<file path="config.mk">
export PLATFORM = sky130hd
export DESIGN_NAME = aes128_gmul_lanes
export DESIGN_NICKNAME = d
export VERILOG_FILES = /design/src/rtl/aes128_type_pkg.sv /design/src/rtl/aes128_xtime.sv /design/src/rtl/aes128_gmul_lanes.sv
export SDC_FILE = /design/constraint.sdc
export NUM_CORES = 1
export LEC_CHECK = 0
export ABC_AREA = 1
export CORE_ASPECT_RATIO = 0.8
export CORE_UTILIZATION = 35
export DETAILED_ROUTE_END_ITERATION = 7
export HOLD_SLACK_MARGIN = 0.1
export PLACE_DENSITY = 0.63
export SLEW_MARGIN = 20
export SYNTH_ARGS = -nofsm -noshare
export SYNTH_HDL_FRONTEND = slang
export SYNTH_SLANG_ARGS = --single-unit
</file>
<file path="constraint.sdc">
create_clock -name clk_i -period 3.35 [get_ports clk_i]
set_input_delay 1.005 -clock clk_i [delete_from_list [all_inputs] [get_ports clk_i]]
set_output_delay 1.005 -clock clk_i [all_outputs]
set_load 0.02 [all_outputs]
</file>
<file path="src/rtl/aes128_type_pkg.sv">
// Shared types and constants for the AES128 datapath blocks.
// Holds the GF(2^8) multiplier FSM states and the AES reduction constant.
package aes128_type_pkg;

  typedef enum logic [1:0] {
    IDLE  = 2'd0,
    ADD   = 2'd1,
    SHIFT = 2'd2,
    DONE  = 2'd3
  } gmul_state_e;

  // x^8 + x^4 + x^3 + x + 1 with the x^8 term implied by the carry-out
  localparam logic [7:0] AES_GF_POLY = 8'h1B;

endpackage

</file>
<file path="src/rtl/aes128_xtime.sv">
// Combinational GF(2^8) multiply-by-x: shift left one bit and fold the
// carry-out back in with the reduction constant.
module aes128_xtime #(
  parameter logic [7:0] POLY = 8'h1B
) (
  input  logic [7:0] in_byte,
  output logic [7:0] out_byte
);

  assign out_byte = {in_byte[6:0], 1'b0} ^ (in_byte[7] ? POLY : 8'h00);

endmodule

</file>
<file path="src/rtl/aes128_gmul_lanes.sv">
// Sequential shift-and-add GF(2^8) multiplier: LANES bytes times one shared
// coefficient, stopping after the coefficient's highest set bit.
module aes128_gmul_lanes
  import aes128_type_pkg::*;
#(
  parameter int         LANES  = 4,
  parameter int         COEF_W = 4,
  parameter logic [7:0] POLY   = AES_GF_POLY
) (
  input  logic                 clk_i,
  input  logic                 rst_i,
  input  logic                 start_i,
  output logic                 ready_o,
  input  logic [COEF_W-1:0]    a_i,
  input  logic [LANES*8-1:0]   b_i,
  output logic [LANES*8-1:0]   result_o,
  output logic                 valid_o,
  output logic                 busy_o
);

  localparam int BIT_W = (COEF_W > 1) ? $clog2(COEF_W) : 1;

  gmul_state_e          state_r;
  gmul_state_e          state_s;
  logic [COEF_W-1:0]    a_r;
  logic [LANES*8-1:0]   work_r;
  logic [LANES*8-1:0]   result_r;
  logic [LANES*8-1:0]   xt_s;
  logic [BIT_W-1:0]     bit_r;
  logic [BIT_W-1:0]     hi_s;
  logic                 last_s;
  logic                 add_s;

  // Priority encoder: index of the highest set coefficient bit (0 when a_r is 0)
  always_comb begin
    hi_s = '0;
    for (int i = 0; i < COEF_W; i++) begin
      if (a_r[i]) begin
        hi_s = BIT_W'(i);
      end else begin
        hi_s = hi_s;
      end
    end
  end

  assign last_s = (bit_r == hi_s);
  assign add_s  = a_r[bit_r];

  for (genvar k = 0; k < LANES; k++) begin : g_lane
    aes128_xtime #(.POLY(POLY)) u_xtime (
      .in_byte  (work_r[8*k +: 8]),
      .out_byte (xt_s[8*k +: 8])
    );
  end

  // State register
  always_ff @(posedge clk_i) begin
    if (rst_i) begin
      state_r <= IDLE;
    end else begin
      state_r <= state_s;
    end
  end

  // Next-state logic
  always_comb begin
    state_s = state_r;
    case (state_r)
      IDLE: begin
        if (start_i) begin
          state_s = ADD;
        end else begin
          state_s = IDLE;
        end
      end
      ADD: begin
        if (last_s) begin
          state_s = DONE;
        end else begin
          state_s = SHIFT;
        end
      end
      SHIFT:   state_s = ADD;
      DONE:    state_s = IDLE;
      default: state_s = IDLE;
    endcase
  end

  // Operand capture and shift/add datapath; all lanes share bit_r and a_r
  always_ff @(posedge clk_i) begin
    if (rst_i) begin
      a_r      <= '0;
      work_r   <= '0;
      result_r <= '0;
      bit_r    <= '0;
    end else begin
      case (state_r)
        IDLE: begin
          if (start_i) begin
            a_r      <= a_i;
            work_r   <= b_i;
            result_r <= '0;
            bit_r    <= '0;
          end
        end
        ADD: begin
          if (add_s) begin
            result_r <= result_r ^ work_r;
          end
          if (!last_s) begin
            bit_r <= bit_r + BIT_W'(1);
          end
        end
        SHIFT: begin
          work_r <= xt_s;
        end
        DONE: begin
          result_r <= result_r;
        end
        default: begin
          result_r <= result_r;
        end
      endcase
    end
  end

  assign ready_o  = (state_r == IDLE);
  assign busy_o   = ~ready_o;
  assign valid_o  = (state_r == DONE);
  assign result_o = result_r;

endmodule

</file>
==> metrics.cfg <==
[clocking]
worstSkewPairLatency_ns = 0.33
h-tree-depth = 3
cts_resized = 0
cts_num_sinks = 72
root_buffer = clkbuf_16
clk_pin_slew_worst_paths_ns = 0.06
cts_buffer_depth = 2
post-cts-setup-buffers = 0
cts_tree = built
cts.hold.buffers_added = 0
numCtsBuffers = 9

[hold_path]
hold_class = reg2reg
holdPathEnd = a_r[0]
min-delay-start = a_r[0]
hold_depth = 2

[global_routing]
grt-ovfl-total = 0
grt.total_usage_pct = 18.0
grt_pass1_vias = 3024
grt_max_degree = 49
grt_pass1_wl_um = 14900
antenna_found_initial = 0

[job]
drv_cap = 0

[floorplanning]
io_pins = 74
initial_utilization_pct = 36.4
dieArea_sq_mm = 0.0105
die_w_um = 114
die_h_um = 92.0
core_sq_mm = 0.00973
rows = 32

[worst_setup_path]
crit_path_start_kind = register
r2r_cells = 8
required_ns = 2.34
r2r_start = state_r[1]
cp_max_fo = 3
critPathKind = reg2out
end_kind = primary output
cp.arrival_ns = 1.49
r2r-end = result_o[9]
r2r_setup_slack_ns = 1.54

[yosys]
synth_edf_count = 0
yosysUniqueCellTypes = 26
netlist_area_sq_mm = 0.00354
ys_seq_elements = 72
async_reset_ff_share_pct = 0
ys_warn_count = 0
synth_nets = 491
ys_seq_area_share_pct = 40.7
syn_area_per_cell_sq_um = 7.84
synth_ff_type = dfxtp_1
syn_inst = 452

[sta]
setup_violations = 0
worstMarginPinSlew_ns = 0.524
maxClockFrequency_mhz = 401
rsz0062_at_grt = no
period_needed_ns = 2.49
setup_tns_ns = 0
max-slew-margin-rel_pct = 65.0
skew_ns = 0.00715
slew_viol_final = 0
hold_ws_ns = 0.500
fin_crit_sh_pct = 74.4
hold_violations = 0

[final_layout]
drive_gt1_share_pct = 12.6
layout_common_cells = nand2_1, clkdlybuf4s50_1, dfxtp_1
final_net_count = 549
insertedDiodeCount = 0
layout_commonest_cell = nand2_1
area_delta_synth_final_pct = 28.6
finalInstanceArea_sq_mm = 0.00456
post-route-util_pct = 46.8

[pwr]
power.density_mw_per_mm2 = 548
p_leak_nw = 1.76
total_power_mw = 2.50
vdd_drop_max_mv = 0.258

[routing]
dr_total_vias = 3267
wl_per_cell_um = 14.1
avgViaCountPerCell = 5.02
initialDrtViolationCount = 212
wl_um = 9180
drcViolationCount = 0
first_pass_iters = 5
ant_nets = 0

[place]
gp_congestion = 0.763
dp_hpwl_um = 6120
port_buffers = 73
dpl_cell_area_sq_mm = 0.00429

[run_status]
status = finished, final reports clean

## power by group
group / leakage [nW] / total [mW] / internal, mW / switching (mW)
logic: 1.04 / 0.586 / 0.231 / 0.355
clock network: 0.130 / 0.870 / 0.519 / 0.350
registers: 0.589 / 1.04 / 0.943 / 0.0999
total: 1.76 / 2.50 / 1.69 / 0.805
## stage by stage
stage | std cells | setup slack (ns)
global placement | 635 | 0.728
global route | 651 | 0.796
finish | 651 | 0.858
floorplan | 452 | 1.41
CTS | 651 | 0.849
detailed placement | 635 | 0.661
## per-layer routing
layer  global-route usage [%]  vias to the layer above  share of wire [%]  routed length [um]
li1                         -                     1620                  -                   -
met4                     6.71                        0               0.99                  91
met2                     26.4                      136                 43                3960
met5                        0                        -                  0                   0
met3                     3.97                       11                6.3                 576
met1                     25.8                     1500                 50                4550
## how the worst max path moves through the flow
| stage | startpoint | to | slack [ns] | cells past startpoint |
|---|---|---|---|---|
| after floorplan | state_r[1] | valid_o | 1.41 | 4 |
| after global placement | start_i | result_o[7] | 0.73 | 6 |
| after detailed placement | start_i | result_o[22] | 0.66 | 6 |
| after CTS | state_r[0] | valid_o | 0.85 | 3 |
| after global routing | state_r[0] | valid_o | 0.80 | 3 |
| final | state_r[0] | valid_o | 0.86 | 3 |
## sequential cells by signal (all words and copies together) (netlist names)
signal	flops
bit_r	2
a_r	4
work_r	32
state_r	2
result_o	32
## area by class of cell
type | instances | area, sq um
fill | 966 | 5170
multi-input combinational | 314 | 1760
sequential | 72 | 1440
timing repair buffer | 80 | 796
clock buffer | 13 | 250
tap | 136 | 170
inverter | 33 | 124
clock inverter | 3 | 17.5
## cell families after synthesis
| logic type | Yosys count | synth area share (%) |
|---|---|---|
| AOI/OAI and AO/OA | 98 | 17.1 |
| xor gates and xnor gates | 26 | 6.43 |
| buffers and inverters | 66 | 9.68 |
| DFF | 72 | 40.7 |
| and+or+nand+nor | 190 | 26.1 |
## critical path: stages, from the launching register on
cell and delay, ns:
dfxtp_1 0.41, nand2_1 0.10, inv_1 0.06, clkdlybuf4s50_1 0.59
## cells in the mapped netlist, types with 9 or more instances
cell	number	share of area (%)
nand2_1	97	10
dfxtp_1	72	41
nand3_1	47	6.6
inv_1	29	3.1
o21ai_0	28	4.0
a21oi_1	23	3.2
nor2_1	22	2.3
a31oi_1	20	3.5
a21oi_2	17	4.2
nand3_2	17	4.8
xor2_1	17	4.2
clkbuf_1	14	1.5
xnor2_1	9	2.2
Note: power is estimated with default switching activity, not from simulation.
==> patch 1 (same settings) <==
The parameter `COEF_W` goes from 4 to 2.
--- a/src/rtl/aes128_gmul_lanes.sv
+++ b/src/rtl/aes128_gmul_lanes.sv
@@ -4,7 +4,7 @@
   import aes128_type_pkg::*;
 #(
   parameter int         LANES  = 4,
-  parameter int         COEF_W = 4,
+  parameter int         COEF_W = 2,
   parameter logic [7:0] POLY   = AES_GF_POLY
 ) (
   input  logic                 clk_i,
Interface: changed (resized a_i); port bits go from 74 to 72. No check against the original RTL was run, so the function may have changed too.
==> patch 1 against the unedited design <==
  * Critical endpoint is now busy_o
  * Final area increased by 2.8%
  * Via count rose by 8.6%
  * Sequential cell count decreased by 3
  * Power fell by 0.87%
  * Synthesized cell count grew 25%
  * Routed wire length rose by 1.7%
  * Setup slack worse by 220 ps
  * Synthesized area down 0.39%
==> patch 1: results (changes against the unedited design) <==
Status: finished clean (unchanged)
Most instantiated cells after synthesis: nand2_1 (183), inv_1 (116), dfxtp_1 (69) (was nand2_1 (97), dfxtp_1 (72), nand3_1 (47))
Syn Nets: 601 (was 491)
Setup tns final: 0 ps (unchanged)
DP HPWL: 6.278 mm (was 6.116 mm)
Antenna Cells: 0 (unchanged)
Cells after synthesis: 564 (was 452)
Placed Cells: 756 (was 635)
Gpl congestion: 0.8072 (was 0.7627)
Sequential fraction of the synthesis area: 39.15% (was 40.69%)
Peak supply drop: 260.5 uV (was 258.0 uV)
Worst skew pair latency: 330 ps (about the same)
PortBufs: 71 (was 73)
Rel. slew slack: 58.91% (was 65.00%)
Largest net degree at the start of global routing: 41 (was 49)
Worst-path fanout max: 6 (was 3)
Clock buffer count from CTS: 9 (unchanged)
GRT busiest layer: met2 (unchanged)
Grt met2 use: 30.86% (was 26.36%)
Post-CTS setup buffers: 0 (unchanged)
Ys async rst share: 0% (unchanged)
Via count: 3,548 (was 3,267)
Clock buffer depth: 2 (unchanged)
Yosys warns: 0 (unchanged)
Clock transition at path regs: 60 ps (about the same)
Post-DP Area: 4383 sq um (was 4289 sq um)
Ranking of synthesized cells by area: dfxtp_1 (39%), nand2_1 (19%), inv_1 (12%) (was dfxtp_1 (41%), nand2_1 (10%), nand3_1 (6.6%))
Ratio of cells with drive above 1 in the final layout: 5.055% (was 12.62%)
First-pass GRT wire length: 15.34 mm (was 14.91 mm)
CP startpoint: state_r[1] (was state_r[0])
Vias in the first global route: 3,305 (was 3,024)
H-tree depth: 3 (unchanged)
Root buf cell: clkbuf_16 (unchanged)
Synth cell types: 16 (was 26)
Final std cells w/o fill: 769 (was 651)
Initial DRC Count: 182 (was 212)
Met1 GRT Util: 23.54% (was 25.77%)
HP Class: flop to flop (unchanged)
Hold depth: 2 (unchanged)
Clock skew: 7.012 ps (was 7.147 ps)
Post-layout net count: 668 (was 549)
Dpl ws: 678.2 ps (was 661.2 ps)
R2R cell count: 8 (unchanged)
Pre-antenna DRT Iters: 4 (was 5)
Gates resized, CTS repair: 0 (unchanged)
Critical hold path startpoint: a_r[1] (was a_r[0])
Initial antenna violation count: 0 (unchanged)
WL/cell: 12.14 um (was 14.10 um)
GRT Overall Usage: 18.77% (was 18.05%)
Met3 Use GR: 5.023% (was 3.966%)
Pleak: 2.445 nW (was 1.760 nW)
[patch 1: cell types whose count changed in the layout (fill, tap and decap cells not counted), moves of 20 or more]
cell	delta
inv_1	+86
nand2_1	+86
o21ai_0	+28
a31oi_1	-20
o21a_1	+20
[patch 1: power by group]
part	internal (mW)	leakage (nW)	switching, mW
Combinational	0.217	1.73	0.317
Sequential	0.895	0.565	0.0534
Clock	0.659	0.148	0.335
Total	1.77	2.44	0.705
[patch 1: layout make-up]
| class | instances | area, sq um |
|---|---|---|
| Sequential cell | 69 | 1381 |
| Clock inverter | 2 | 60.06 |
| Timing Repair Buffer | 83 | 800.8 |
| Clock buffer | 11 | 242.7 |
| Multi-Input combinational cell | 350 | 1588 |
| Fill cell | 992 | 5044 |
| Inverter | 118 | 442.9 |
| Tap cell | 136 | 170.2 |
[patch 1: final timing paths]
check,endpoint,slack (ps)
setup / recovery,busy_o,630
hold / removal,bit_r,490
setup reg to reg,result_o[28],1730
hold reg to reg,bit_r,490
[patch 1: cell families (layout without fill, tap and decap cells)]
family	count (synthesis)	in the layout	share of synthesized area (%)
buffers and inverters	145	214	16.06
AND/OR/NAND/NOR	250	250	28.97
flip-flops	69	69	39.15
AO/OA/AOI/OAI	100	100	15.82
[patch 1: critical path, cell delays in order, from the launching register on]
cell and delay, ps:
dfxtp_1 520, nor2_1 110, inv_1 130, clkdlybuf4s50_1 620
[patch 1: metal layers]
metal / part of all wire [%] / wire [um] / up-vias
met5: 0 / 0 / -
met4: 1.0 / 93 / 0
met3: 6.7 / 623 / 9
met2: 46 / 4269 / 100
met1: 47 / 4346 / 1585
li1: - / - / 1854
==> patch 2 (config.mk and constraints unchanged) <==
Without the edit above. Encoding of `gmul_state_e`: now one-hot (4 bits for 4 states).
--- a/src/rtl/aes128_type_pkg.sv
+++ b/src/rtl/aes128_type_pkg.sv
@@ -2,11 +2,11 @@
 // Holds the GF(2^8) multiplier FSM states and the AES reduction constant.
 package aes128_type_pkg;
 
-  typedef enum logic [1:0] {
-    IDLE  = 2'd0,
-    ADD   = 2'd1,
-    SHIFT = 2'd2,
-    DONE  = 2'd3
+  typedef enum logic [3:0] {
+    IDLE  = 4'b0001,
+    ADD   = 4'b0010,
+    SHIFT = 4'b0100,
+    DONE  = 4'b1000
   } gmul_state_e;
 
   // x^8 + x^4 + x^3 + x + 1 with the x^8 term implied by the carry-out
Formal check against the unedited RTL: no difference found for any inputs over 4 cycles, from zero or initial values and one cycle with rst_i high; so few cycles prove little.
==> patch 2 against the unedited design <==
  * Sequential cell count grew 2
  * Global-route usage rose by 1.2 points
  * Largest power group is now clock
  * Sequential share of layout area shrank 1.4 points
  * Highest routed layer unchanged
  * Routed wire length increased by 13%
  * Non-clock buffer count decreased by 5
  * First-iteration DRC count grew 35%
  * Setup slack lost 200 ps
  * Worst hold slack worse by 28 ps
  * Synthesized area grew 9.5%
  * Power shrank 0.15%
  * Cell count rose by 21%
  * Final area grew 7.6%
  * Critical path depth increased by 1
  * Register-to-register slack worse by 420 ps
==> patch 2: results (changes against the unedited design) <==
DP HPWL: 6.431 mm (was 6.116 mm)
Arr. time, crit path: 1690 ps (was 1490 ps)
GRT Overall Usage: 19.26% (was 18.05%)
Gpl congestion: 0.8143 (was 0.7627)
Crit Path Category: flop to output pin (unchanged)
Flop pwr share: 40.7% (was 41.7%)
Largest net degree at the start of global routing: 47 (was 49)
Pleak: 2.118 nW (was 1.760 nW)
Initial DRC Count: 287 (was 212)
Non-clock buffers: 75 (was 80)
Via count: 3,881 (was 3,267)
Ratio of cells with drive above 1 in the final layout: 5.239% (was 12.62%)
Syn Nets: 633 (was 491)
Clk cell area share: 6.508% (was 5.876%)
Signal inverters: 47 (was 33)
Met3 routed WL: 596 um (was 576 um)
Status: finished clean (unchanged)
Logic pwr share: 17.7% (was 23.4%)
Gates resized, CTS repair: 0 (unchanged)
Fill cell count: 1,062 (was 966)
Tightest Pin Transition: 764.1 ps (was 524.4 ps)
Reg2reg setup slack: 1120 ps (was 1540 ps)
Most instantiated cells after synthesis: nand2_1 (154), nor2_1 (102), dfxtp_1 (74) (was nand2_1 (97), dfxtp_1 (72), nand3_1 (47))
Clock skew: 6.823 ps (was 7.147 ps)
H-tree depth: 3 (unchanged)
Compound-cell area share of the yosys netlist: 11.42% (was 17.10%)
Setup crit end: ready_o (was valid_o)
Met1 GRT Util: 25.94% (was 25.77%)
Post-layout net count: 683 (was 549)
Switching share of total power: 29.19% (was 32.24%)
CLK BUF: 10 (was 13)
R2R cell count: 5 (was 8)
Mapped Avg Cell Area: 6.532 sq um (was 7.837 sq um)
Grt met2 use: 30.01% (was 26.36%)
Pre-antenna DRT Iters: 5 (unchanged)
Peak supply drop: 230.2 uV (was 258.0 uV)
First-pass GRT wire length: 17.37 mm (was 14.91 mm)
Crit-path slowest cell: clkdlybuf4s50_1 (unchanged)
Dpl ws: 676.9 ps (was 661.2 ps)
Vias/cell: 4.919 (was 5.018)
Metal2 WL: 4.529 mm (was 3.962 mm)
Worst reg2reg path startpoint: state_r[2] (was state_r[1])
Ranking of synthesized cells by area: dfxtp_1 (38%), nand2_1 (15%), nor2_1 (9.9%) (was dfxtp_1 (41%), nand2_1 (10%), nand3_1 (6.6%))
M1 WL: 5.170 mm (was 4.548 mm)
Multi-input gate count: 437 (was 314)
Final wirelength: 10.41 mm (was 9.179 mm)
Met3 Use GR: 4.976% (was 3.966%)
Multi-input combinational area share: 40.48% (was 38.58%)
Non-clock buffer share: 15.47% (was 17.46%)
Post-DP Area: 4583 sq um (was 4289 sq um)
Largest family of logic cells by synthesized area: simple AND/OR/NAND/NOR gates (unchanged)
Worst reg2reg path endpoint: work_r[8] (was result_o[9])
CTS sink count: 74 (was 72)
Vias in the first global route: 3,543 (was 3,024)
Floorplan core area: 10,530 sq um (was 9729 sq um)
Worst-path fanout max: 4 (was 3)
==> patch 2: worst min-delay path by stage <==
| stage | slack [ps] | from | to | depth (start not counted) |
|---|---|---|---|---|
| after floorplan | 430 | a_r[0] | a_r[0] | 2 |
| after global placement | 460 | a_r[0] | a_r[0] | 2 |
| after detailed placement | 470 | a_r[0] | a_r[0] | 2 |
| after CTS | 470 | a_r[0] | a_r[0] | 2 |
| after global routing | 520 | result_o[9] | result_o[9] | 2 |
| final | 470 | a_r[0] | a_r[0] | 2 |
==> patch 2: metrics by stage <==
stage / util (%) / hold WS [ps]
6_report: 46.56 / 472.0
5_1_grt: 46.56 / 521.9
4_1_cts: 46.56 / 474.2
3_5_place_dp: 43.53 / 465.2
3_3_place_gp: 43.53 / 461.4
2_1_floorplan: - / 429.3
==> patch 2: tightest hold or removal path, cell delays in order, from the launching register on <==
cell and delay (ps):
dfxtp_1 290, inv_1 70, a21oi_1 60
